==> src/rtl/axi_timer.sv <==
// axi_timer: AXI4-Lite memory-mapped 64-bit machine timer.
// Register map, decoded from addr[3:2] only:
//   0 = mtime_lo, 1 = mtime_hi (shadow captured when mtime_lo is read),
//   2 = mtimecmp_lo, 3 = mtimecmp_hi.
// Optional feature macro: AXI_TIMER_CMP_EN. When defined, the mtimecmp
// registers and the timer_irq compare logic are built. When undefined, the
// mtimecmp offsets read as 0, writes to them are acknowledged and dropped,
// and timer_irq is tied low.
module axi_timer #(
    parameter int unsigned PRESCALE = 1
) (
    input  logic        clk,
    input  logic        rst,
    input  logic [31:0] araddr,
    input  logic        arvalid,
    output logic        arready,
    output logic [31:0] rdata,
    output logic        rvalid,
    input  logic        rready,
    input  logic [31:0] awaddr,
    input  logic        awvalid,
    output logic        awready,
    input  logic [31:0] wdata,
    input  logic [3:0]  wstrb,
    input  logic        wvalid,
    output logic        wready,
    output logic [1:0]  bresp,
    output logic        bvalid,
    input  logic        bready,
    output logic        timer_irq
);

    localparam logic [15:0] PRESCALE_LAST = 16'(PRESCALE - 1);

    typedef enum logic {R_IDLE, R_DATA} r_state_t;
    typedef enum logic [1:0] {W_IDLE, W_GOT_AW, W_GOT_W, W_RESP} w_state_t;

    r_state_t    r_state, r_next;
    w_state_t    w_state, w_next;
    logic [15:0] presc_cnt;
    logic [63:0] mtime;
    logic [31:0] shadow;
    logic [31:0] rdata_q;
    logic [31:0] rd_val;
    logic [1:0]  aw_sel_q;
    logic [31:0] wdata_q;
    logic [3:0]  wstrb_q;
    logic        do_write;
    logic [1:0]  wr_sel;
    logic [31:0] wr_data;
    logic [3:0]  wr_strb;
    logic        ar_hs, aw_hs, w_hs;
    logic        unused_addr_bits;

    // Replace only the byte lanes whose strobe bit is set.
    function automatic logic [31:0] apply_strb(input logic [31:0] old_val,
                                               input logic [31:0] new_val,
                                               input logic [3:0]  strb);
        logic [31:0] res;
        res = old_val;
        for (int i = 0; i < 4; i++) begin
            if (strb[i]) res[i*8 +: 8] = new_val[i*8 +: 8];
        end
        return res;
    endfunction

    assign arready = (r_state == R_IDLE);
    assign rvalid  = (r_state == R_DATA);
    assign rdata   = rdata_q;
    assign awready = (w_state == W_IDLE) || (w_state == W_GOT_W);
    assign wready  = (w_state == W_IDLE) || (w_state == W_GOT_AW);
    assign bvalid  = (w_state == W_RESP);
    assign bresp   = 2'b00;

    assign ar_hs = arvalid && arready;
    assign aw_hs = awvalid && awready;
    assign w_hs  = wvalid && wready;

    assign unused_addr_bits = ^{araddr[31:4], araddr[1:0], awaddr[31:4], awaddr[1:0]};

`ifdef AXI_TIMER_CMP_EN
    logic [63:0] mtimecmp;
    logic        irq_q;

    // Compare register write path; reset leaves the interrupt disarmed.
    always_ff @(posedge clk) begin
        if (rst) begin
            mtimecmp <= 64'hFFFF_FFFF_FFFF_FFFF;
        end else if (do_write && wr_sel == 2'd2) begin
            mtimecmp[31:0] <= apply_strb(mtimecmp[31:0], wr_data, wr_strb);
        end else if (do_write && wr_sel == 2'd3) begin
            mtimecmp[63:32] <= apply_strb(mtimecmp[63:32], wr_data, wr_strb);
        end
    end

    // Registered level interrupt, one cycle behind the compared values.
    always_ff @(posedge clk) begin
        if (rst) irq_q <= 1'b0;
        else     irq_q <= (mtime >= mtimecmp);
    end

    assign timer_irq = irq_q;
`else
    assign timer_irq = 1'b0;
`endif

    // Read register select for the address currently on the AR channel.
    always_comb begin
        rd_val = 32'h0;
        case (araddr[3:2])
            2'd0: rd_val = mtime[31:0];
            2'd1: rd_val = shadow;
`ifdef AXI_TIMER_CMP_EN
            2'd2: rd_val = mtimecmp[31:0];
            2'd3: rd_val = mtimecmp[63:32];
`endif
            default: rd_val = 32'h0;
        endcase
    end

    // Read state register.
    always_ff @(posedge clk) begin
        if (rst) r_state <= R_IDLE;
        else     r_state <= r_next;
    end

    // Read next-state: accept one address, hold data until it is taken.
    always_comb begin
        r_next = r_state;
        case (r_state)
            R_IDLE:  if (ar_hs) r_next = R_DATA;
            R_DATA:  if (rready) r_next = R_IDLE;
            default: r_next = R_IDLE;
        endcase
    end

    // Capture read data and, on an mtime_lo read, the matching upper half.
    always_ff @(posedge clk) begin
        if (rst) begin
            rdata_q <= 32'h0;
            shadow  <= 32'h0;
        end else if (ar_hs) begin
            rdata_q <= rd_val;
            if (araddr[3:2] == 2'd0) shadow <= mtime[63:32];
        end
    end

    // Write state register.
    always_ff @(posedge clk) begin
        if (rst) w_state <= W_IDLE;
        else     w_state <= w_next;
    end

    // Write next-state and the write strobe; a half already latched is taken
    // from its holding register, the other half straight from the bus.
    always_comb begin
        w_next   = w_state;
        do_write = 1'b0;
        wr_sel   = awaddr[3:2];
        wr_data  = wdata;
        wr_strb  = wstrb;
        case (w_state)
            W_IDLE: begin
                if (aw_hs && w_hs) begin
                    do_write = 1'b1;
                    w_next   = W_RESP;
                end else if (aw_hs) begin
                    w_next = W_GOT_AW;
                end else if (w_hs) begin
                    w_next = W_GOT_W;
                end
            end
            W_GOT_AW: begin
                wr_sel = aw_sel_q;
                if (w_hs) begin
                    do_write = 1'b1;
                    w_next   = W_RESP;
                end
            end
            W_GOT_W: begin
                wr_data = wdata_q;
                wr_strb = wstrb_q;
                if (aw_hs) begin
                    do_write = 1'b1;
                    w_next   = W_RESP;
                end
            end
            W_RESP:  if (bready) w_next = W_IDLE;
            default: w_next = W_IDLE;
        endcase
    end

    // Hold whichever write half arrives first.
    always_ff @(posedge clk) begin
        if (rst) begin
            aw_sel_q <= 2'd0;
            wdata_q  <= 32'h0;
            wstrb_q  <= 4'h0;
        end else begin
            if (aw_hs) aw_sel_q <= awaddr[3:2];
            if (w_hs) begin
                wdata_q <= wdata;
                wstrb_q <= wstrb;
            end
        end
    end

    // mtime and prescaler; a bus write beats the increment and restarts the prescaler.
    always_ff @(posedge clk) begin
        if (rst) begin
            mtime     <= 64'h0;
            presc_cnt <= 16'h0;
        end else if (do_write && wr_sel == 2'd0) begin
            mtime[31:0] <= apply_strb(mtime[31:0], wr_data, wr_strb);
            presc_cnt   <= 16'h0;
        end else if (do_write && wr_sel == 2'd1) begin
            mtime[63:32] <= apply_strb(mtime[63:32], wr_data, wr_strb);
            presc_cnt    <= 16'h0;
        end else if (presc_cnt == PRESCALE_LAST) begin
            mtime     <= mtime + 64'd1;
            presc_cnt <= 16'h0;
        end else begin
            presc_cnt <= presc_cnt + 16'd1;
        end
    end

endmodule

==> config.mk <==
export PLATFORM = sky130hd
export DESIGN_NAME = axi_timer
export DESIGN_NICKNAME = d
export VERILOG_FILES = /design/src/rtl/axi_timer.sv
export SDC_FILE = /design/constraint.sdc
export NUM_CORES = 1
export LEC_CHECK = 0
export ABC_CLOCK_PERIOD_IN_PS = 6200
export CAP_MARGIN = 10
export CORE_ASPECT_RATIO = 1.75
export CORE_MARGIN = 1
export CORE_UTILIZATION = 35
export DETAILED_ROUTE_END_ITERATION = 6
export DONT_BUFFER_PORTS = 1
export HOLD_SLACK_MARGIN = 0.15
export PLACE_DENSITY = 0.47
export SYNTH_ARGS = -nofsm -noshare
export SYNTH_HDL_FRONTEND = slang
export SYNTH_SLANG_ARGS = --single-unit
==> constraint.sdc <==
create_clock -name clk -period 6.2 [get_ports clk]
set_input_delay 0.62 -clock clk [delete_from_list [all_inputs] [get_ports clk]]
set_output_delay 0.62 -clock clk [all_outputs]
set_load 0.05 [all_outputs]
==> flow_summary.json <==
{
  "p_per_area_mw_per_mm2": 348,
  "layout-drive-gt1-share": 0.0873,
  "synth-seq-cells": 185,
  "routedWlPerCell_um": 20.0,
  "clockRootBuffer": "clkbuf_16",
  "syn_avg_cell_area_um2": 7.70,
  "finalWirelength_um": 31600,
  "p_leak_nw": 3.42,
  "outcome": "completed",
  "io_pins": 147,
  "crit_path_top_delay_cell": "and2_2",
  "relSlewSlack": 0.210,
  "cts_max_path_buffers": 2,
  "route.detailed.drc": 0,
  "fp.dieW_um": 128,
  "core_mm2": 0.0272,
  "max_stage_delay_ns": 0.52,
  "grt_start_max_net_pins": 166,
  "fin_ws_ns": 2.79,
  "rsz0062_at_grt": "false",
  "critPathBufInv": 2,
  "h-tree-depth": 4,
  "final.min_clock_period_ns": 3.41,
  "synth_top_area_share": 0.381,
  "max_freq_ghz": 0.293,
  "synth_ff_type": "dfxtp_1",
  "clock_latency_ns": 0.45,
  "synthTopCellsByCount": "nand2_1 (207), dfxtp_1 (185), a21oi_1 (153)",
  "first_iter_violations": 767,
  "synth_edf_count": 0,
  "vias": 8952,
  "port_buffers": 0,
  "setup.worst_path.end_class": "flop",
  "cpLargestDelayFamily": "compound AO/OA/AOI/OAI gates",
  "hold_class": "input port to flop",
  "worst_ep_required_time_ns": 6.58,
  "hold_violations": 0,
  "synth_area_mm2": 0.00971,
  "timing.final.max_slew_violations": 0,
  "multi_input_area_mm2": 0.00552,
  "grt_pass1_wl_um": 49400,
  "synthCells": 1261,
  "initial_core_util": 0.357,
  "diodes": 0,
  "nets": 1317,
  "overflow": 0,
  "grt_usage": 0.227,
  "cts_resized": 0,
  "yosysSeqAreaShare": 0.381,
  "min_period_over_period": 0.550,
  "die_h_um": 222,
  "setup_violations": 0,
  "place_hpwl_um": 22400,
  "ant_nets": 0,
  "synth_area_leader_cell": "dfxtp_1",
  "vias_per_cell": 5.66,
  "synth_warnings": 0,
  "syn2layout_area_growth_pct": 7.85,
  "start_kind": "flop",
  "synth.most_common_cell": "nand2_1",
  "path_cells": "inv_1 > ha_1 > or3b_2 > o21ai_1 > and2_2 > buf_4 > a211o_1 > o21ai_0 > a21oi_1",
  "vdd_drop_max_mv": 0.178,
  "setup_tns_ns": 0,
  "nFillCells": 2909,
  "ff_latch_area_mm2": 0.00370,
  "max_slew.worst_pin.slew_ns": 1.18,
  "worstPathMaxFanout": 38,
  "first_pass_iters": 5,
  "holdBufCountCts": 0,
  "antenna_found_initial": 0,
  "cts_setup_buffers": 0,
  "maxCapViolCount": 0,
  "finClkSkew_ns": 0.0143,
  "cts_buffers": 17,
  "die-area_mm2": 0.0284,
  "clk_pin_slew_worst_paths_ns": 0.07,
  "arrival_ns": 3.79,
  "dp_slack_ns": 2.81,
  "grt_pass1_vias": 8510,
  "async_reset_ff_frac": 0,
  "critPathKind": "flop to flop",
  "ys_types": 65,
  "cts_tree": "built",
  "synthTopCellsByArea": "dfxtp_1 (38%), nand2_1 (8.0%), a21oi_1 (7.9%), mux2_2 (4.9%), nor2_1 (4.6%)",
  "gp_congestion": 0.865,
  "num_rows": 80,
  "clkSinkCount": 185
}
==> area by class of cell <==
cell class              instances  share of cell area
inverters                      32              0.0115
well taps                     369              0.0441
repair buffers                 12             0.00860
flip-flops and latches        185               0.354
multi-input cells             954               0.527
clock inverters                10              0.0114
clock buffers                  21              0.0440
==> kinds of logic (layout without fill, tap and decap cells) <==
group	Yosys count	after routing	synth area share
xor+xnor	12	12	0.0108
flops	185	185	0.381
fa+ha+maj	8	8	0.0103
buf+inv	124	75	0.0525
simple gates	512	512	0.248
mux	72	72	0.0796
other cells	1	3	0.000386
compound gates	347	347	0.217
==> power by group <==
part,leakage [nW],total (mW),switching (mW),internal (mW)
Sequential,1.50,1.46,0.152,1.30
Combinational,1.65,1.08,0.714,0.362
Clock,0.276,1.11,0.495,0.614
==> metrics by stage <==
step,hold WS (ns),power (mW),std cells,util,instance area (um^2)
after CTS,0.217,3.67,1583,0.385,10500
after global placement,0.433,2.54,1552,0.363,9890
after detailed placement,0.438,2.55,1552,0.363,9890
final,0.230,3.64,1583,0.385,10500
after global routing,0.207,3.84,1583,0.385,10500
after floorplan,0.432,2.28,1263,-,9720
==> registers in the layout, summed over array words and instances, names as in the netlist <==
name / count
rdata: 32
wdata_q: 32
mtime: 64
w_state: 2
rvalid: 1
aw_sel_q: 2
presc_cnt: 16
wstrb_q: 4
shadow: 32
==> layer usage <==
metal,track usage,vias to the layer above,wire (um),share of wire
li1,-,4403,-,-
met1,0.274,4219,13300,0.42
met2,0.375,272,15400,0.49
met3,0.0477,58,1710,0.054
met4,0.115,0,1230,0.039
met5,0,-,0,0
==> path summary, 6_finish.rpt <==
path,from,endpoint,slack [ns],depth (start not counted)
max reg2reg,w_state[1],mtime[22],2.79,9
min,rst,wdata_q[14],0.23,1
min reg2reg,wdata_q[15],wdata_q[15],0.45,2
max,w_state[1],mtime[22],2.79,9
==> cells in the final DEF (no fill, tap or decap), drive strengths merged, types with 17 or more instances in the layout <==
cell type / count
a21oi: 153
a22oi: 32
a31oi: 17
clkbuf: 21
dfxtp: 185
inv: 33
mux2: 42
mux2i: 30
nand2: 207
nand3: 36
nand4: 33
nor2: 119
nor3: 31
nor4: 21
o21ai: 74
o32ai: 23
Note: power is estimated with default switching activity, not from simulation.
